## config.mk

```make
export PLATFORM = sky130hd
export DESIGN_NAME = tick_div_counter
export DESIGN_NICKNAME = d
export VERILOG_FILES = /design/src/rtl/freq_div_pkg.sv /design/src/rtl/tick_div_counter_tick_gen.sv /design/src/rtl/tick_div_counter.sv
export SDC_FILE = /design/constraint.sdc
export NUM_CORES = 1
export LEC_CHECK = 0
export CORE_MARGIN = 2
export CORE_UTILIZATION = 50
export CTS_BUF_LIST = sky130_fd_sc_hd__clkbuf_16
export CTS_CLUSTER_SIZE = 28
export DETAILED_ROUTE_END_ITERATION = 8
export GPL_ROUTABILITY_DRIVEN = 0
export PLACE_DENSITY = 0.75
export SLEW_MARGIN = 10
export SYNTH_ARGS = -nofsm -noshare
export SYNTH_HDL_FRONTEND = slang
export SYNTH_SLANG_ARGS = --single-unit
```

## constraint.sdc

```tcl
create_clock -name clk_in -period 2.4 [get_ports clk_in]
set_input_delay 0.36 -clock clk_in [delete_from_list [all_inputs] [get_ports clk_in]]
set_output_delay 0.36 -clock clk_in [all_outputs]
set_load 0.03 [all_outputs]
```

## src/rtl/freq_div_pkg.sv

```systemverilog
// Shared constants for the tick divider and its modulo counter.
package freq_div_pkg;

    // Counter step modes, as presented on the 2-bit mode input.
    localparam logic [1:0] MODE_UP     = 2'b00;
    localparam logic [1:0] MODE_DOWN   = 2'b01;
    localparam logic [1:0] MODE_BOUNCE = 2'b10;
    localparam logic [1:0] MODE_HOLD   = 2'b11;

    // Current travel direction; only bounce mode ever changes it.
    typedef enum logic {
        DIR_UP   = 1'b0,
        DIR_DOWN = 1'b1
    } dir_t;

endpackage

```

## src/rtl/tick_div_counter_tick_gen.sv

```systemverilog
// Programmable divider: single-cycle tick enable and a registered square wave.
module tick_gen #(
    parameter int DIV_W = 27
) (
    input  logic             clk_in,
    input  logic             reset,
    input  logic             enable,
    input  logic [DIV_W-1:0] div_val,
    output logic             strobe,
    output logic             tick,
    output logic             clk_out
);

    logic [DIV_W-1:0] div_cnt_q, div_cnt_d;
    logic [DIV_W-1:0] div_lat_q, div_lat_d;
    logic             tick_q, tick_d;
    logic             clk_out_q, clk_out_d;

    // End of period: last count of the latched period while running.
    always_comb strobe = enable && (div_cnt_q == div_lat_q);

    // Next divider state; div_val is only sampled at a period boundary.
    always_comb begin
        // NOTE: every output gets a default first so no path leaves it unassigned (no latch).
        div_cnt_d = div_cnt_q;
        div_lat_d = div_lat_q;
        tick_d    = 1'b0;
        clk_out_d = clk_out_q;
        if (strobe) begin
            div_cnt_d = '0;
            div_lat_d = div_val;
            tick_d    = 1'b1;
            clk_out_d = ~clk_out_q;
        end else if (enable) begin
            div_cnt_d = div_cnt_q + 1'b1;
        end
    end

    // Divider registers with synchronous reset.
    always_ff @(posedge clk_in) begin
        // NOTE: non-blocking assignments so every flop samples the pre-edge values.
        if (reset) begin
            div_cnt_q <= '0;
            div_lat_q <= div_val;
            tick_q    <= 1'b0;
            clk_out_q <= 1'b0;
        end else begin
            div_cnt_q <= div_cnt_d;
            div_lat_q <= div_lat_d;
            tick_q    <= tick_d;
            clk_out_q <= clk_out_d;
        end
    end

    assign tick    = tick_q;
    assign clk_out = clk_out_q;

endmodule

```

## src/rtl/tick_div_counter.sv

```systemverilog
// Modulo counter (up/down/bounce/hold, synchronous load) advanced by a programmable tick.
module tick_div_counter
    import freq_div_pkg::*;
#(
    parameter int DIV_W = 27,
    parameter int CNT_W = 4
) (
    input  logic             clk_in,
    input  logic             reset,
    input  logic             enable,
    input  logic [DIV_W-1:0] div_val,
    input  logic [1:0]       mode,
    input  logic [CNT_W-1:0] cnt_max,
    input  logic             load,
    input  logic [CNT_W-1:0] load_val,
    output logic             tick,
    output logic             clk_out,
    output logic [CNT_W-1:0] Q,
    output logic             wrap
);

    logic             strobe;
    logic [CNT_W-1:0] q_q, q_d;
    dir_t             dir_q, dir_d;
    logic             wrap_q, wrap_d;

    tick_gen #(
        .DIV_W (DIV_W)
    ) u_tick_gen (
        .clk_in  (clk_in),
        .reset   (reset),
        .enable  (enable),
        .div_val (div_val),
        .strobe  (strobe),
        .tick    (tick),
        .clk_out (clk_out)
    );

    // Next counter state: load beats the strobe; wrap only pulses on a strobe.
    always_comb begin
        q_d    = q_q;
        dir_d  = dir_q;
        wrap_d = 1'b0;
        if (load) begin
            q_d = (load_val > cnt_max) ? cnt_max : load_val;
        end else if (strobe) begin
            unique case (mode)
                MODE_UP: begin
                    // Covers both the normal wrap and a Q left above a lowered cnt_max.
                    if (q_q >= cnt_max) begin
                        q_d    = '0;
                        wrap_d = 1'b1;
                    end else begin
                        q_d = q_q + 1'b1;
                    end
                end
                MODE_DOWN: begin
                    if ((q_q > cnt_max) || (q_q == '0)) begin
                        q_d    = cnt_max;
                        wrap_d = 1'b1;
                    end else begin
                        q_d = q_q - 1'b1;
                    end
                end
                MODE_BOUNCE: begin
                    if (q_q > cnt_max) begin
                        q_d    = (dir_q == DIR_UP) ? '0 : cnt_max;
                        wrap_d = 1'b1;
                    end else if ((dir_q == DIR_UP) && (q_q == cnt_max)) begin
                        // Turn and step once; a zero modulus keeps Q pinned at 0.
                        dir_d  = DIR_DOWN;
                        wrap_d = 1'b1;
                        q_d    = (cnt_max == '0) ? '0 : q_q - 1'b1;
                    end else if ((dir_q == DIR_DOWN) && (q_q == '0)) begin
                        dir_d  = DIR_UP;
                        wrap_d = 1'b1;
                        q_d    = (cnt_max == '0) ? '0 : q_q + 1'b1;
                    end else begin
                        q_d = (dir_q == DIR_UP) ? q_q + 1'b1 : q_q - 1'b1;
                    end
                end
                default: begin
                    // Hold: Q and dir unchanged, wrap stays low.
                end
            endcase
        end
    end

    // Counter, direction and wrap registers with synchronous reset.
    always_ff @(posedge clk_in) begin
        if (reset) begin
            q_q    <= '0;
            dir_q  <= DIR_UP;
            wrap_q <= 1'b0;
        end else begin
            q_q    <= q_d;
            dir_q  <= dir_d;
            wrap_q <= wrap_d;
        end
    end

    assign Q    = q_q;
    assign wrap = wrap_q;

endmodule

```

==> flow_summary.json, run 1 <==
{
  "drive_gt1_frac": 0.152,
  "cp_max_fo": 6,
  "clk_pin_slew_ns": 0.05,
  "intPower_uw": 2230,
  "num_rows": 30,
  "maxCapViolCount": 0,
  "setup_viol": 0,
  "dp_hpwl_um": 6600,
  "rr_endpoint": "Q[2]",
  "tritoncts": "done",
  "viasPerCell": 5.68,
  "start_util": 0.518,
  "grt_setup_unrepaired": "false",
  "hold_path_depth": 2,
  "wire_per_inst_um": 16.1,
  "antenna_found_initial": 0,
  "regToRegSetupSlack_ns": 0.17,
  "post-route-drc-count": 0,
  "clockRootBuffer": "clkbuf_16",
  "power_leakage_uw": 0.00175,
  "switching_share": 0.258,
  "hold_viol": 0,
  "final_core_util": 0.689,
  "finalInstanceArea_um2": 4710,
  "power_frac_seq": 0.394,
  "dieArea_um2": 7770,
  "synth_nets": 416,
  "fp.dieH_um": 88.2,
  "n_fill_cell": 539,
  "layout_min_cycle_time_ns": 2.30,
  "ys_seq_area_frac": 0.427,
  "yosys_register_bits": 62,
  "status": "finished, final reports clean",
  "hold_end": "u_tick_gen.clk_out",
  "hp-start": "u_tick_gen.clk_out",
  "synth.avg_cell_area_um2": 9.84,
  "tightest_slew_ns": 0.469,
  "worst-r2r-cell-count": 8,
  "area_delta_synth_final_pct": 32.9,
  "placed_cell_area_um2": 4330,
  "grt_pass1_vias": 2899,
  "dp_slack_ns": -0.362,
  "crit_path_start_kind": "primary input",
  "fin_crit_sh": 0.957,
  "grt_pass1_wl_um": 14000,
  "synth_edf_count": 27,
  "cts_sinks": 62,
  "synth_cell_types": 56,
  "clock_latency_ns": 0.33,
  "clock_skew_ns": 0.00507,
  "pwr-share-clk": 0.428,
  "crit_required_ns": 2.61,
  "grt_overflow": 0,
  "slew_headroom": 0.687,
  "htreeDepth": 3,
  "cts_made_buffers": 9,
  "comb_power_share": 0.177,
  "antennaDiodeCount": 0,
  "fmax_ghz": 0.435,
  "peakVddDrop_v": 0.000505,
  "track_usage": 0.240,
  "totalWireLength_um": 8760,
  "drtPass1Iterations": 5,
  "critPathCaptureType": "flip-flop",
  "synth_ff_type": "dfxtp_1",
  "port-buffer-count": 47,
  "vias": 3082,
  "path_class": "in2reg",
  "cp_data_arrival_time_ns": 2.51,
  "core_area_um2": 6830,
  "dp.cells": 526,
  "r2r-start": "Q[1]",
  "finalNonFillerCells": 543,
  "clk_path_buf_depth": 2,
  "die_w_um": 88.2,
  "top_level_ports": 48,
  "ant_nets": 0,
  "final_net_count": 498,
  "first_iter_violations": 255,
  "p_switching_uw": 774,
  "syn_inst": 360,
  "async_flop_share": 0,
  "synth_area_um2": 3540,
  "yosys_warnings": 0,
  "power_density_nw_per_um2": 639,
  "maxSlewViolCount": 0,
  "grt_max_degree": 37,
  "fin_ws_ns": 0.103,
  "min_path_type": "reg2reg"
}
kinds of logic (layout without fill, tap and decap cells):
logic type,Yosys count,count (layout),synth area share
AOI/OAI and AO/OA,50,50,0.107
xor gates and xnor gates,56,56,0.141
adders and majority gates,15,15,0.0530
buffers and inverters,28,115,0.0396
DFF,62,62,0.427
muxes,8,8,0.0230
and+or+nand+nor,141,141,0.211
through the flow:
step	total power [µW]	setup TNS, ns	hold slack [ns]
after floorplan	1480	0	0.429
after global placement	1690	-1.17	0.505
after detailed placement	1700	-1.63	0.513
after CTS	2990	0	0.526
after global routing	3130	0	0.548
final	3010	0	0.520
critical path, stage by stage:
cell             delay, ns
clkdlybuf4s50_1       0.43
buf_4                 0.15
or4_1                 0.64
buf_4                 0.20
nand3_1               0.07
o211ai_1              0.10
a41o_1                0.27
nor3_1                0.17
o22ai_1               0.11
area by class of cell:
class | instances | area (µm²) | share of cell area
Timing Repair Buffer | 83 | 753 | 0.160
Tap cell | 96 | 120 | 0.0255
Sequential cell | 62 | 1510 | 0.321
Clock buffer | 9 | 225 | 0.0479
Inverter | 16 | 60.1 | 0.0128
Multi-Input combinational cell | 270 | 1960 | 0.417
Clock inverter | 7 | 71.3 | 0.0152
flip-flops by register name (all words and copies together), names as in the netlist:
signal / count
u_tick_gen.div_lat_q: 27
u_tick_gen.clk_out: 1
u_tick_gen.tick: 1
Q: 4
wrap: 1
dir_q: 1
u_tick_gen.div_cnt_q: 27
worst max path at each step:
stage / from / endpoint / cells past startpoint
after floorplan: Q[0] / Q[3] / 8
after global placement: cnt_max[3] / Q[3] / 9
after detailed placement: cnt_max[3] / Q[3] / 9
after CTS: cnt_max[1] / Q[3] / 10
after global routing: cnt_max[1] / Q[3] / 10
final: cnt_max[2] / Q[1] / 9
synthesized netlist by cell type (3+ instances only):
| cell | number | area [µm²] |
|---|---|---|
| nor2_1 | 43 | 161 |
| o211a_1 | 3 | 30.0 |
| o31a_1 | 3 | 26.3 |
| a21oi_1 | 8 | 40.0 |
| dfxtp_1 | 35 | 701 |
| nand4_1 | 19 | 119 |
| o211ai_1 | 3 | 22.5 |
| o221ai_1 | 3 | 26.3 |
| ha_1 | 15 | 188 |
| xnor2_1 | 38 | 333 |
| a21o_1 | 4 | 30.0 |
| a221oi_1 | 3 | 26.3 |
| buf_2 | 3 | 15.0 |
| and4_1 | 7 | 61.3 |
| nor2b_1 | 3 | 18.8 |
| clkbuf_1 | 5 | 18.8 |
| nor4_1 | 4 | 25.0 |
| or3_1 | 3 | 18.8 |
| xor2_1 | 17 | 149 |
| edfxtp_1 | 27 | 811 |
| o21ai_0 | 4 | 20.0 |
| nor3_1 | 10 | 50.1 |
| o21a_1 | 3 | 22.5 |
| mux2i_1 | 7 | 70.1 |
| inv_1 | 16 | 60.1 |
| nand3_1 | 15 | 75.1 |
| nand2_1 | 22 | 82.6 |
power groups by stage:
stage	logic (µW)	clock network, µW	registers [µW]
floorplan	264	0	1210
global placement	483	0	1200
detailed placement	494	0	1210
CTS	498	1300	1180
global route	573	1360	1190
finish	532	1290	1190
repair_timing:
| action | CTS | global route |
|---|---|---|
| gates resized for setup | 1 | 12 |
| buffers inserted | 0 | 1 |
| hold buffers | 0 | 0 |
| pin swaps | 0 | 1 |
| setup endpoints to repair | 1 | 6 |
cells in the final DEF (no fill, tap or decap), drive strengths merged, types with 10 or more instances in the layout:
cell,instances
xnor2,39
dfxtp,35
nor3,10
nand4,20
nor2,43
xor2,17
buf,36
ha,15
clkdlybuf4s50,47
nand3,16
nand2,22
edfxtp,27
inv,18
layer usage:
metal | track usage | routed length, µm | up-vias
met4 | 0.124 | 249 | 0
met5 | 0 | 0 | -
met2 | 0.391 | 4350 | 134
met1 | 0.294 | 3600 | 1441
met3 | 0.0603 | 569 | 29
li1 | - | - | 1478
(Power assumes the default switching activity.)
==> run 2: changes to the inputs <==
--- a/config.mk
+++ b/config.mk
@@ -6,12 +6,12 @@
 export NUM_CORES = 1
 export LEC_CHECK = 0
 export CORE_MARGIN = 2
-export CORE_UTILIZATION = 50
-export CTS_BUF_LIST = sky130_fd_sc_hd__clkbuf_16
+export CORE_UTILIZATION = 52
+export CTS_BUF_LIST = sky130_fd_sc_hd__clkbuf_8
 export CTS_CLUSTER_SIZE = 28
 export DETAILED_ROUTE_END_ITERATION = 8
 export GPL_ROUTABILITY_DRIVEN = 0
-export PLACE_DENSITY = 0.75
+export PLACE_DENSITY = 0.77
 export SLEW_MARGIN = 10
 export SYNTH_ARGS = -nofsm -noshare
 export SYNTH_HDL_FRONTEND = slang
==> run 2 against run 1 <==
Net effect: sequential cell count is the same; clock skew rose by 0.0012 ns; clock power down 21%; hold slack about the same; non-clock buffer count up 3; count of clock-buffer cells in the layout stayed put; register-to-register slack worse by 0.03 ns; via count grew 1.3%; largest cell class unchanged; largest power group is now sequential cells; highest routed layer unchanged.
==> flow_summary.json, run 2 (synthesized netlist as in run 1, its figures left out) <==
{
  "path_cells": "clkdlybuf4s50_1, inv_1, ha_4, and4_4, nor3_1, o31a_1, nor3_1, o311ai_1, a221oi_1",
  "crit_required_ns": 2.64,
  "crit_slowest_cell": "clkdlybuf4s50_1",
  "die_w_um": 86.5,
  "clock_latency_ns": 0.35,
  "post-route-drc-count": 0,
  "final_cell_mix": "clkdlybuf4s50_1 (47), nor2_1 (43), xnor2_1 (38), buf_4 (38), dfxtp_1 (35)",
  "clockRootBuffer": "clkbuf_8",
  "critPathCaptureType": "flip-flop",
  "crit_top_cell": "nor3_1",
  "grt_pass1_vias": 3025,
  "hold_viol": 0,
  "dp_hpwl_um": 6410,
  "path_class": "in2reg",
  "min_path_type": "reg2reg",
  "clk_path_buf_depth": 2,
  "maxCapViolCount": 0,
  "cts_sinks": 62,
  "layout_commonest_cell": "clkdlybuf4s50_1",
  "drive_gt1_frac": 0.171,
  "cp_top_family": "compound AO/OA/AOI/OAI gates",
  "top_level_ports": 48,
  "area_delta_synth_final_pct": 31.5,
  "num_rows": 30,
  "tritoncts": "done",
  "first_iter_violations": 318,
  "totalWireLength_um": 8840,
  "setup_viol": 0,
  "grt_max_degree": 55,
  "power_leakage_uw": 0.00173,
  "peakVddDrop_v": 0.000525,
  "status": "finished, final reports clean",
  "tightest_slew_ns": 0.512,
  "fp.dieH_um": 86.5,
  "cp_data_arrival_time_ns": 2.59,
  "core_area_um2": 6680,
  "grt_overflow": 0,
  "port-buffer-count": 47,
  "cts_made_buffers": 9,
  "wire_per_inst_um": 16.7,
  "layout_min_cycle_time_ns": 2.35,
  "power_density_nw_per_um2": 593,
  "vias": 3123,
  "start_util": 0.530,
  "clock_skew_ns": 0.00630,
  "slew_headroom": 0.658,
  "fmax_ghz": 0.425,
  "ant_nets": 0,
  "fin_crit_sh": 0.981,
  "track_usage": 0.247,
  "crit_path_max_incr_delay_ns": 0.51,
  "cp_max_fo": 8,
  "clk_pin_slew_ns": 0.07,
  "dieArea_um2": 7490,
  "maxSlewViolCount": 0,
  "total_power_uw": 2760,
  "hold_ws_ns": 0.520,
  "htreeDepth": 3,
  "antennaDiodeCount": 0,
  "crit_path_start_kind": "primary input",
  "drtPass1Iterations": 5,
  "grt_pass1_wl_um": 14400,
  "worst-path-buf-inv": 2,
  "final_net_count": 501,
  "antenna_found_initial": 0,
  "viasPerCell": 5.89
}
run 2: cell count changes in the layout (fill, tap and decap cells not counted), sizes merged:
cell / before / now
clkinvlp: 2 / 1
bufinv: 1 / 2
buf: 36 / 39
run 2: cell type report:
type / count / area, µm²
clock buffer: 9 / 124
clock inverter: 7 / 95.1
fill: 516 / 2020
inverter: 16 / 60.1
multi-input combinational: 270 / 1990
sequential: 62 / 1510
tap: 80 / 100
timing repair buffer: 86 / 776
run 2: metrics by stage:
stage / util / TNS, ns / cells / area [µm²] / setup slack, ns
final: 0.697 / 0 / 530 / 4660 / 0.0467
after global routing: 0.697 / -0.0937 / 530 / 4660 / -0.0937
after CTS: 0.680 / 0 / 528 / 4540 / 0.0102
after detailed placement: 0.647 / -1.47 / 512 / 4330 / -0.351
after global placement: 0.647 / -1.12 / 512 / 4330 / -0.224
after floorplan: - / 0 / 360 / 3540 / 0.0387
run 2: worst min-delay path, delay by kind of cell (launching register included):
kind	cells	cell delay [ns]
flip-flops	1	0.34
AND/OR/NAND/NOR	1	0.08
XOR/XNOR	1	0.07
run 2: where the power goes:
part           internal, µW  switching (µW)
Combinational           288             274
Clock                   587             431
Sequential             1150            32.7
run 2: repair_timing:
action                     in CTS  in global routing
setup endpoints to repair       0                  5
resized for setup               0                 17
hold buffers                    0                  0
buffers inserted                0                  2
run 2: metal layers:
metal | track usage | part of all wire
met2 | 0.399 | 0.48
met3 | 0.0543 | 0.078
met1 | 0.330 | 0.43
met5 | 0 | 0
met4 | 0.0838 | 0.019
run 2: path summary, 6_finish.rpt:
kind,endpoint,from,slack [ns],depth (start not counted)
worst max-delay path,Q[3],cnt_max[2],0.05,9
worst min-delay path,u_tick_gen.clk_out,u_tick_gen.clk_out,0.52,2
worst max register to register,Q[3],Q[0],0.14,8
worst min register to register,u_tick_gen.clk_out,u_tick_gen.clk_out,0.52,2
